[src/rtl/mem_arb_pkg.sv]
// Shared definitions for the memory port arbiter: FSM state encodings and counter sizing.
// Latency: n/a (types and constant functions only).
// Backpressure: n/a.
package mem_arb_pkg;

    // Arbiter FSM states; encodings are fixed so other blocks and benches can decode them.
    typedef enum logic [1:0] {
        IDLE   = 2'd0,
        BUSY_I = 2'd1,
        BUSY_D = 2'd2
    } arb_state_e;

    // Width of the starvation counter. Equals $clog2(max_val+1) for any max_val >= 1;
    // a max_val of 0 still gets a 1-bit counter so the vector stays legal.
    function automatic int cnt_width(input int max_val);
        return (max_val < 1) ? 1 : $clog2(max_val + 1);
    endfunction

endpackage

[src/rtl/starve_counter.sv]
// Saturating count of consecutive data grants made while fetch was waiting.
// Latency: count updates on the clock after inc/clr; sat is a decode of the registered count.
// Backpressure: none; inc saturates at STARVE_MAX, clr has priority over inc.
//
// Ports: CLK, Reset (sync, active-high), inc (count one starving grant),
//        clr (return to zero), sat (count has reached STARVE_MAX).
module starve_counter #(
    parameter int STARVE_MAX = 4
) (
    input  logic CLK,
    input  logic Reset,
    input  logic inc,
    input  logic clr,
    output logic sat
);
    import mem_arb_pkg::*;

    localparam int CNT_W = cnt_width(STARVE_MAX);
    localparam logic [CNT_W-1:0] CNT_MAX = CNT_W'(STARVE_MAX);

    logic [CNT_W-1:0] cnt_d;
    logic [CNT_W-1:0] cnt_q;

    always_comb begin
        cnt_d = cnt_q;
        if (clr) begin
            cnt_d = '0;
        end else if (inc && (cnt_q != CNT_MAX)) begin
            cnt_d = cnt_q + 1'b1;
        end
    end

    always_ff @(posedge CLK) begin
        if (Reset) begin
            cnt_q <= '0;
        end else begin
            cnt_q <= cnt_d;
        end
    end

    assign sat = (cnt_q == CNT_MAX);

endmodule

[src/rtl/mem_port_arbiter.sv]
// Arbitrates one single-ported memory between the fetch and data stages; data wins unless fetch is starved.
// Latency: request in cycle t drives m_req in t+1; done is combinational with m_ack (earliest t+1).
// Backpressure: requesters hold req until done; a slow memory (m_ack low) stalls the owner indefinitely.
//
// Ports: CLK, Reset (sync, active-high);
//        fetch side  i_req/i_addr in, i_done/i_rdata out;
//        data side   d_req/d_we/d_addr/d_wdata in, d_done/d_rdata out;
//        memory side m_req/m_we/m_addr/m_wdata out (registered), m_ack/m_rdata in;
//        gnt_i/gnt_d out (registered owner of the current transaction).
module mem_port_arbiter #(
    parameter int ADDR_W     = 64,
    parameter int DATA_W     = 64,
    parameter int STARVE_MAX = 4
) (
    input  logic              CLK,
    input  logic              Reset,
    input  logic              i_req,
    input  logic [ADDR_W-1:0] i_addr,
    output logic              i_done,
    output logic [DATA_W-1:0] i_rdata,
    input  logic              d_req,
    input  logic              d_we,
    input  logic [ADDR_W-1:0] d_addr,
    input  logic [DATA_W-1:0] d_wdata,
    output logic              d_done,
    output logic [DATA_W-1:0] d_rdata,
    output logic              m_req,
    output logic              m_we,
    output logic [ADDR_W-1:0] m_addr,
    output logic [DATA_W-1:0] m_wdata,
    input  logic              m_ack,
    input  logic [DATA_W-1:0] m_rdata,
    output logic              gnt_i,
    output logic              gnt_d
);
    import mem_arb_pkg::*;

    arb_state_e        state_d, state_q;
    logic              m_req_d, m_req_q;
    logic              m_we_d, m_we_q;
    logic [ADDR_W-1:0] m_addr_d, m_addr_q;
    logic [DATA_W-1:0] m_wdata_d, m_wdata_q;
    logic              gnt_i_d, gnt_i_q;
    logic              gnt_d_d, gnt_d_q;

    logic grant_d;
    logic grant_i;
    logic starve_sat;
    logic ack_i;
    logic ack_d;

    // Grants are only made from IDLE. Data has priority unless fetch is waiting
    // and has already been passed over STARVE_MAX times in a row.
    assign grant_d = (state_q == IDLE) && d_req && !(i_req && starve_sat);
    assign grant_i = (state_q == IDLE) && !grant_d && i_req;

    // An ack only completes a transaction while one is outstanding; acks in IDLE are dropped.
    assign ack_i = (state_q == BUSY_I) && m_ack;
    assign ack_d = (state_q == BUSY_D) && m_ack;

    starve_counter #(
        .STARVE_MAX (STARVE_MAX)
    ) u_starve (
        .CLK   (CLK),
        .Reset (Reset),
        .inc   (grant_d && i_req),
        .clr   ((grant_d && !i_req) || grant_i),
        .sat   (starve_sat)
    );

    // State and output registers. Reset wins over every request and over m_ack.
    always_ff @(posedge CLK) begin
        if (Reset) begin
            state_q   <= IDLE;
            m_req_q   <= 1'b0;
            m_we_q    <= 1'b0;
            m_addr_q  <= '0;
            m_wdata_q <= '0;
            gnt_i_q   <= 1'b0;
            gnt_d_q   <= 1'b0;
        end else begin
            state_q   <= state_d;
            m_req_q   <= m_req_d;
            m_we_q    <= m_we_d;
            m_addr_q  <= m_addr_d;
            m_wdata_q <= m_wdata_d;
            gnt_i_q   <= gnt_i_d;
            gnt_d_q   <= gnt_d_d;
        end
    end

    // Next state. Leaving BUSY always passes through IDLE, which guarantees a
    // cycle with m_req low between back-to-back transactions.
    always_comb begin
        state_d = state_q;
        case (state_q)
            IDLE: begin
                if (grant_d) begin
                    state_d = BUSY_D;
                end else if (grant_i) begin
                    state_d = BUSY_I;
                end
            end
            BUSY_I: begin
                if (m_ack) state_d = IDLE;
            end
            BUSY_D: begin
                if (m_ack) state_d = IDLE;
            end
            default: state_d = IDLE;
        endcase
    end

    // Memory-side outputs: load the winner on a grant, hold while waiting for the ack,
    // drop the request and write enable once the ack arrives. Address and write data
    // are left as they were after completion.
    always_comb begin
        m_req_d   = m_req_q;
        m_we_d    = m_we_q;
        m_addr_d  = m_addr_q;
        m_wdata_d = m_wdata_q;
        gnt_i_d   = gnt_i_q;
        gnt_d_d   = gnt_d_q;
        if (grant_d) begin
            m_req_d   = 1'b1;
            m_we_d    = d_we;
            m_addr_d  = d_addr;
            m_wdata_d = d_wdata;
            gnt_i_d   = 1'b0;
            gnt_d_d   = 1'b1;
        end else if (grant_i) begin
            m_req_d   = 1'b1;
            m_we_d    = 1'b0;
            m_addr_d  = i_addr;
            m_wdata_d = '0;
            gnt_i_d   = 1'b1;
            gnt_d_d   = 1'b0;
        end else if (ack_i || ack_d) begin
            m_req_d   = 1'b0;
            m_we_d    = 1'b0;
            gnt_i_d   = 1'b0;
            gnt_d_d   = 1'b0;
        end
    end

    assign m_req   = m_req_q;
    assign m_we    = m_we_q;
    assign m_addr  = m_addr_q;
    assign m_wdata = m_wdata_q;
    assign gnt_i   = gnt_i_q;
    assign gnt_d   = gnt_d_q;

    // Completion is routed to the owner in the ack cycle; read data is zeroed otherwise.
    assign i_done  = ack_i;
    assign d_done  = ack_d;
    assign i_rdata = ack_i ? m_rdata : '0;
    assign d_rdata = ack_d ? m_rdata : '0;

endmodule

[config.mk]
export PLATFORM = sky130hd
export DESIGN_NAME = mem_port_arbiter
export DESIGN_NICKNAME = d
export VERILOG_FILES = /design/src/rtl/mem_arb_pkg.sv /design/src/rtl/starve_counter.sv /design/src/rtl/mem_port_arbiter.sv
export SDC_FILE = /design/constraint.sdc
export NUM_CORES = 1
export LEC_CHECK = 0
export CAP_MARGIN = 20
export CORE_AREA = 4 4 205 207
export DETAILED_ROUTE_END_ITERATION = 12
export DIE_AREA = 0 0 209 211
export GPL_ROUTABILITY_DRIVEN = 0
export PLACE_DENSITY = 0.51
export SETUP_SLACK_MARGIN = 0.15
export SLEW_MARGIN = 0
export SYNTH_ARGS = -nofsm -noshare
export SYNTH_HDL_FRONTEND = slang
export SYNTH_SLANG_ARGS = --single-unit
[constraint.sdc]
create_clock -name CLK -period 5.26 [get_ports CLK]
set_clock_uncertainty 0.15 [all_clocks]
set_input_delay 1.052 -clock CLK [delete_from_list [all_inputs] [get_ports CLK]]
set_output_delay 1.052 -clock CLK [all_outputs]
set_load 0.005 [all_outputs]
# ---- Yosys cells after proc, flatten, opt, wreduce, memory -nomap -nowiden
# Index checks and enable logic that the tools add are counted.
# Widths: inputs -> output; s select.
dict set report totals {
  reg_bits 137
  inputBits 262
  out_inout_bits 262
  wordCells 54
}
dict set report op_classes {
  addsub 1
  eq_ne 6
  n_mux 16
  reduce_logical 23
}
# op count
set op_table {}
lappend op_table {{$mux 64} 6}
lappend op_table {{$logic_and 1x1->1} 10}
lappend op_table {{$mux 1} 6}
lappend op_table {{$mux 2} 3}
lappend op_table {{$ne 3x3->1 const B} 2}
lappend op_table {{$reduce_or 2->1} 3}
lappend op_table {{$pmux 2 s2} 1}
lappend op_table {{$reduce_bool 2->1} 2}
lappend op_table {{$add 3x1->3 const B} 1}
lappend op_table {{$eq 3x3->1 const B} 1}
lappend op_table {{$logic_not 1->1} 3}
lappend op_table {{$reduce_bool 3->1} 1}
lappend op_table {{$eq 2x1->1 const B} 1}
lappend op_table {{$eq 2x2->1 const B} 1}
lappend op_table {{$logic_not 2->1} 1}
lappend op_table {{$logic_or 1x1->1} 2}
lappend op_table {{$ne 2x1->1 const B} 1}
lappend op_table {{$reduce_and 2->1} 1}

# ---- Logic depth before layout (Yosys ltp)
# Gate-level depths: netlist of the first run.
dict set report depth {
  word_depth 10
  depth_mapped 9
}

# ---- Modules after synthesis
# Synthesis of the first run repeated with hierarchy kept, for this count alone.
dict set report unflattened {
  cells_unflattened 807
  area_unflattened_um2 6851.6
}
# mod n_inst cells_each area_each_um2 seq_area_each_um2
set by_module_without_submodules {}
lappend by_module_without_submodules {mem_port_arbiter 1 789 6663.9 2682.6}
lappend by_module_without_submodules {starve_counter 1 18 187.7 60.1}

# ---- Worst setup path before layout of the first run
# No wires, ideal clock.
dict set report synth_path {
  path_kind {input to output}
  startpoint {input m_ack}
  endpoint {output d_rdata[0]}
  arrival_ns 1.680
  setup_slack_ns 2.378
  path_stages 3
  cell_sequence {clkbuf_1 -> clkbuf_1 -> and3_1}
}
dict set report synth_between {
  elab_chain_cells 2
}
# element line
set synth_rtl {}
lappend synth_rtl {{start, declared} mem_port_arbiter.sv:31} ;# input logic m_ack,
lappend synth_rtl {{$logic_and 1x1->1} mem_port_arbiter.sv:59} ;# assign ack_d = (state_q == BUSY_D) && m_ack;
lappend synth_rtl {{$mux 64} mem_port_arbiter.sv:157} ;# assign d_rdata = ack_d ? m_rdata : '0;
lappend synth_rtl {{end, declared} mem_port_arbiter.sv:26} ;# output logic [DATA_W-1:0] d_rdata,
# No other way between the ends.

# ---- Worst setup path after layout of the first run
dict set report layout_path {
  startpoint {input m_ack}
  endpoint {output d_rdata[19]}
}
# The elaborated chain is that of the path after synthesis.

==> results.toml, run 1 <==
[outcome]
status = "finished clean"

[yosys]
synthArstFlopShare_pct = 0
ys_types = 28
synth_top_area_share_pct = 41.7
postSynthAreaPerCell_um2 = 8.14
synth_warnings = 0
ys_seq_elements = 137
yosys-top-cells-count = "dfxtp_1 (137), nor2_1 (130), and3_1 (129), clkbuf_1 (69), a32oi_1 (65)"
synth_most_common_cell = "dfxtp_1"
yosys-top-cells-area = "dfxtp_1 (42%), and3_1 (12%), a32oi_1 (8.7%)"
synthCells = 808
synth_top_area_cell = "dfxtp_1"
seq_area_frac_synth_pct = 41.7
syn_nets = 1075
synth_edf_count = 0
netlist_area_um2 = 6580
ys.flop_type = "dfxtp_1"

[finish]
register_area_um2 = 2740
nNetsFinal = 1524
fin_util_pct = 31.9
area_growth_pct = 95.6
n_fill_cell = 4268
multi_input_area_um2 = 3370
fin_cells = 1804
drive_above_1_share_pct = 4.57

[die]
core_um2 = 40400
die_w_um = 209
rows = 74
dieArea_um2 = 44100
initial_utilization_pct = 16.3
boundaryPins = 524
die-height_um = 211

[worst_setup_path]
crit_arrival_ns = 2.90
start_kind = "primary input"
reg2reg_depth = 6
regToRegStartpoint = "state_q[0]$_SDFFE_PP0P_"
crit_path_end_kind = "primary output"
crit_chain = "buf_2, buf_4, and3_1, clkdlybuf4s50_1"
slowest_delay_ns = 0.57
ff2ff_setup_slack_ns = 2.57
critPathSlowestCell = "buf_2"
crit_type = "in2out"
crit_start = "m_ack"
path_max_fanout = 59
r2r_end = "m_addr[51]$_SDFFE_PP0P_"
worstPathRequired_ns = 4.06

[grt]
grt_max_degree = 130
grt.total_usage_pct = 15.7
grt.overflow.total = 0
antenna_found_initial = 7
first_global_vias = 8024
grt_pass1_wl_um = 53000

[worst_hold_path]
hp-class = "reg2reg"
hold_start = "u_starve.cnt_q[0]$_SDFFE_PP0P_"
min_path_cells = 2
hold_end = "u_starve.cnt_q[0]$_SDFFE_PP0P_"

[timing]
tns_ns = 0
relSlewSlack_pct = 28.2
period_minus_slack_ns = 4.10
fmax_mhz = 244
slew_viol_final = 0
tightest_slew_ns = 1.08
rsz0062_at_grt = "no"
finalHoldViolations = 0
hold_slack_ns = 0.327
setup_viol_count_final = 0
fin_crit_sh_pct = 77.9

[clock_tree]
clock_latency_ns = 0.44
cts_hold_buffers = 0
cts_buffers = 17
cts_root_buffer = "clkbuf_16"
cts_tree = "done"
clock_sinks = 137
cts_max_level = 4
clockBufferDepth = 2
cts_resized = 0
cts_setup_buffers = 0
cts.clk_slew.worst_paths_ns = 0.05

[job]
drv_cap = 0

[drt]
wirelength_um = 37700
ant_nets = 0
wl_per_cell_um = 20.9
initialDrtViolationCount = 752
vias = 8336
via_per_inst = 4.62
drtPass1Iterations = 5
drc_errors = 0

[power_and_ir_drop]
vdd.ir_drop.worst_mv = 0.219
finalPower_mw = 3.87
powerDensity_nw_per_um2 = 301
p_leak_nw = 4.94

[placed_design]
io_buffers = 523
place_hpwl_um = 27400
dp_cells = 1769
final cells by class:
class	count	area share, %
Timing Repair Buffer	540	42.1
Multi-Input combinational cell	557	26.2
Sequential cell	137	21.3
Tap cell	532	5.17
Clock buffer	21	3.66
Clock inverter	11	1.50
Inverter	4	0.117
Antenna cell	2	0.0389
through the flow:
step	cell area (µm²)	setup slack, ns
floorplan	6580	2.38
global placement	12200	1.27
detailed placement	12200	1.23
CTS	12800	1.23
global route	12900	1.05
finish	12900	1.16
registers in the layout (all words and copies together) (netlist names):
signal	cells
gnt_i	1
m_addr	64
gnt_d	1
m_req	1
state_q	2
u_starve.cnt_q	3
m_wdata	64
m_we	1
per-layer routing:
layer | global-route usage [%] | part of all wire [%] | vias up
li1 | - | - | 3920
met2 | 23.9 | 46 | 379
met5 | 0 | 0.069 | -
met1 | 21.4 | 43 | 3989
met3 | 4.72 | 8.7 | 44
met4 | 5.20 | 2.2 | 4
placed cells by master, fill, tap and decap left out, types with 2 or more instances in the layout:
cell type        instances
a211oi_1                62
a21oi_1                  6
a311oi_1                 4
a31oi_1                 61
a32oi_1                 65
and2_1                   3
and3_1                 128
buf_12                   3
buf_4                   14
bufinv_16                5
clkbuf_16               17
clkbuf_8                 3
clkdlybuf4s50_1        521
clkinv_2                 2
clkinv_4                 2
clkinvlp_4               2
dfxtp_1                137
diode_2                  2
ha_1                     3
ha_2                     2
inv_1                    4
nand2_1                  5
nand2b_1                 2
nand3_1                  7
nand4_1                  3
nor2_1                 130
o21ai_0                 58
o21ai_1                  8
report_power, final:
group / internal (mW) / total [mW] / switching [mW]
Combinational: 0.666 / 1.24 / 0.573
Sequential: 1.18 / 1.25 / 0.0732
Clock: 0.879 / 1.38 / 0.502
logic make-up (layout without fill, tap and decap cells):
logic type | count (synthesis) | in the layout | synth area share (%)
buf+inv | 114 | 576 | 7.63
simple gates | 283 | 283 | 21.7
other cells | 0 | 2 | 0
compound gates | 269 | 269 | 28.1
flops | 137 | 137 | 41.7
fa+ha+maj | 5 | 5 | 0.951
critical path: cells and delay by family:
| family | cells | cell delay [ns] |
|---|---|---|
| simple gates | 1 | 0.24 |
| buf+inv | 3 | 1.56 |
worst max-delay path by stage:
| stage | slack, ns | endpoint | cells past startpoint |
|---|---|---|---|
| 6_report | 1.16 | d_rdata[19] | 4 |
| 5_1_grt | 1.05 | i_rdata[15] | 4 |
| 4_1_cts | 1.23 | d_rdata[19] | 4 |
| 3_5_place_dp | 1.23 | d_rdata[19] | 4 |
| 3_3_place_gp | 1.27 | d_rdata[15] | 4 |
| 2_1_floorplan | 2.38 | d_rdata[0] | 3 |
No activity file was read; power rests on OpenSTA's default activity.
==> run 2: changes to the inputs <==
==> constraint.sdc (replaced) <==
create_clock -name CLK -period 3.9 [get_ports CLK]
set_clock_uncertainty 0.15 [all_clocks]
set_input_delay 0.78 -clock CLK [delete_from_list [all_inputs] [get_ports CLK]]
set_output_delay 0.78 -clock CLK [all_outputs]
set_load 0.005 [all_outputs]
==> run 2 against run 1 <==
  * Die area is the same
  * Critical path depth up 1
  * Global-route usage increased by 0.34 points
  * Design area is 0.58% higher
==> results.toml, run 2 (same netlist as run 1, synthesis figures left out) <==
[power_and_ir_drop]
intPower_mw = 3.67
vdd.ir_drop.worst_mv = 0.334
p_seq_share_pct = 32.2
netSwitchingFraction_pct = 29.8
p_leak_nw = 4.97
finalPower_mw = 5.23
powerDensity_nw_per_um2 = 404
clkPwrFrac_pct = 35.2
p_comb_share_pct = 32.6
power.switching_mw = 1.56

[worst_hold_path]
hp-class = "reg2reg"

[timing]
fmax_mhz = 286
relSlewSlack_pct = 47.6
setup_viol_count_final = 0
tightest_slew_ns = 0.783
hold_slack_ns = 0.327
tns_ns = 0
worst_slack_ns = 0.404
period_minus_slack_ns = 3.50
rsz0062_at_grt = "no"
fin_crit_sh_pct = 89.6
slew_viol_final = 0
finalHoldViolations = 0

[grt]
grt_pass1_wl_um = 54400
first_global_vias = 8190
antenna_found_initial = 8
grt.total_usage_pct = 16.1
grt.overflow.total = 0
grt_max_degree = 90

[drt]
ant_nets = 0
via_per_inst = 4.62
wirelength_um = 38100
initialDrtViolationCount = 826
wl_per_cell_um = 21.0
drtPass1Iterations = 5
drc_errors = 0
vias = 8371

[placed_design]
post-place-ws_ns = 0.687
dp_cells = 1775
io_buffers = 523
place_area_um2 = 12300
place_hpwl_um = 27900

[clock_tree]
clockBufferDepth = 2
cts.clk_slew.worst_paths_ns = 0.06
clock_sinks = 137
cts_resized = 0
cts_buffers = 17
cts_max_level = 4
cts_tree = "done"
cts_hold_buffers = 0
clock_latency_ns = 0.44
cts_setup_buffers = 0
cts_root_buffer = "clkbuf_16"

[finish]
layout_common_cells = "clkdlybuf4s50_1 (521), dfxtp_1 (137), nor2_1 (130)"
area_growth_pct = 96.8
fin_cells = 1811
fin_util_pct = 32.1
drive_above_1_share_pct = 4.86
nNetsFinal = 1529
final_common_cell = "clkdlybuf4s50_1"
final_area_um2 = 12900

[worst_setup_path]
path_max_fanout = 34
crit_path_end_kind = "primary output"
r2r_end = "m_addr[43]$_SDFFE_PP0P_"
regToRegStartpoint = "state_q[0]$_SDFFE_PP0P_"
endpoint = "i_rdata[59]"
reg2reg_depth = 6
start_kind = "flop"
crit_start = "state_q[1]$_SDFFE_PP0P_"
crit_arrival_ns = 2.57
crit_type = "reg2out"
ff2ff_setup_slack_ns = 1.37
worstPathRequired_ns = 2.97

[die]
initial_utilization_pct = 16.3
die-height_um = 211
boundaryPins = 524
dieArea_um2 = 44100
rows = 74
core_um2 = 40400
die_w_um = 209

[outcome]
status = "finished clean"

[job]
drv_cap = 0
==> run 2: cell count changes in the layout (fill, tap and decap cells not counted), sizes merged <==
cell	delta
diode	+2
buf	+5
inv	+1
clkinv	-1
==> run 2: layer usage <==
metal | vias up | track usage, % | wire length, µm
met1 | 4007 | 22.1 | 16900
li1 | 3932 | - | -
met4 | 2 | 5.49 | 849
met3 | 49 | 4.11 | 2810
met5 | - | 0 | 13
met2 | 381 | 24.6 | 17500
==> run 2: worst min-delay path by stage <==
stage,start,endpoint,slack (ns),cells past startpoint
2_1_floorplan,u_starve.cnt_q[1]$_SDFFE_PP0P_,u_starve.cnt_q[1]$_SDFFE_PP0P_,0.30,2
3_3_place_gp,u_starve.cnt_q[1]$_SDFFE_PP0P_,u_starve.cnt_q[1]$_SDFFE_PP0P_,0.31,2
3_5_place_dp,u_starve.cnt_q[0]$_SDFFE_PP0P_,u_starve.cnt_q[0]$_SDFFE_PP0P_,0.32,2
4_1_cts,u_starve.cnt_q[1]$_SDFFE_PP0P_,u_starve.cnt_q[1]$_SDFFE_PP0P_,0.33,2
5_1_grt,u_starve.cnt_q[0]$_SDFFE_PP0P_,u_starve.cnt_q[0]$_SDFFE_PP0P_,0.35,2
6_report,u_starve.cnt_q[1]$_SDFFE_PP0P_,u_starve.cnt_q[1]$_SDFFE_PP0P_,0.33,2
==> run 2: critical path: stages (launching register included) <==
cell and delay [ns]:
dfxtp_1 0.31, inv_1 0.09, ha_2 0.63, buf_4 0.35, and3_1 0.22, clkdlybuf4s50_1 0.51
==> run 2: area by class of cell <==
cell class	instances	area, µm²
fillers	4214	27400
repair buffers	545	5490
multi-input cells	557	3370
flip-flops and latches	137	2740
well taps	532	666
clock buffers	21	460
clock inverters	11	193
inverters	4	15.0
diodes	4	10.0
==> run 2: power groups by stage <==
stage	Combinational (mW)	Clock, mW	Sequential, mW
final	1.70	1.84	1.69
after floorplan	0.683	0	1.72
after detailed placement	1.71	0	1.71
after CTS	1.71	1.91	1.69
after global placement	1.70	0	1.71
after global routing	1.84	1.95	1.71
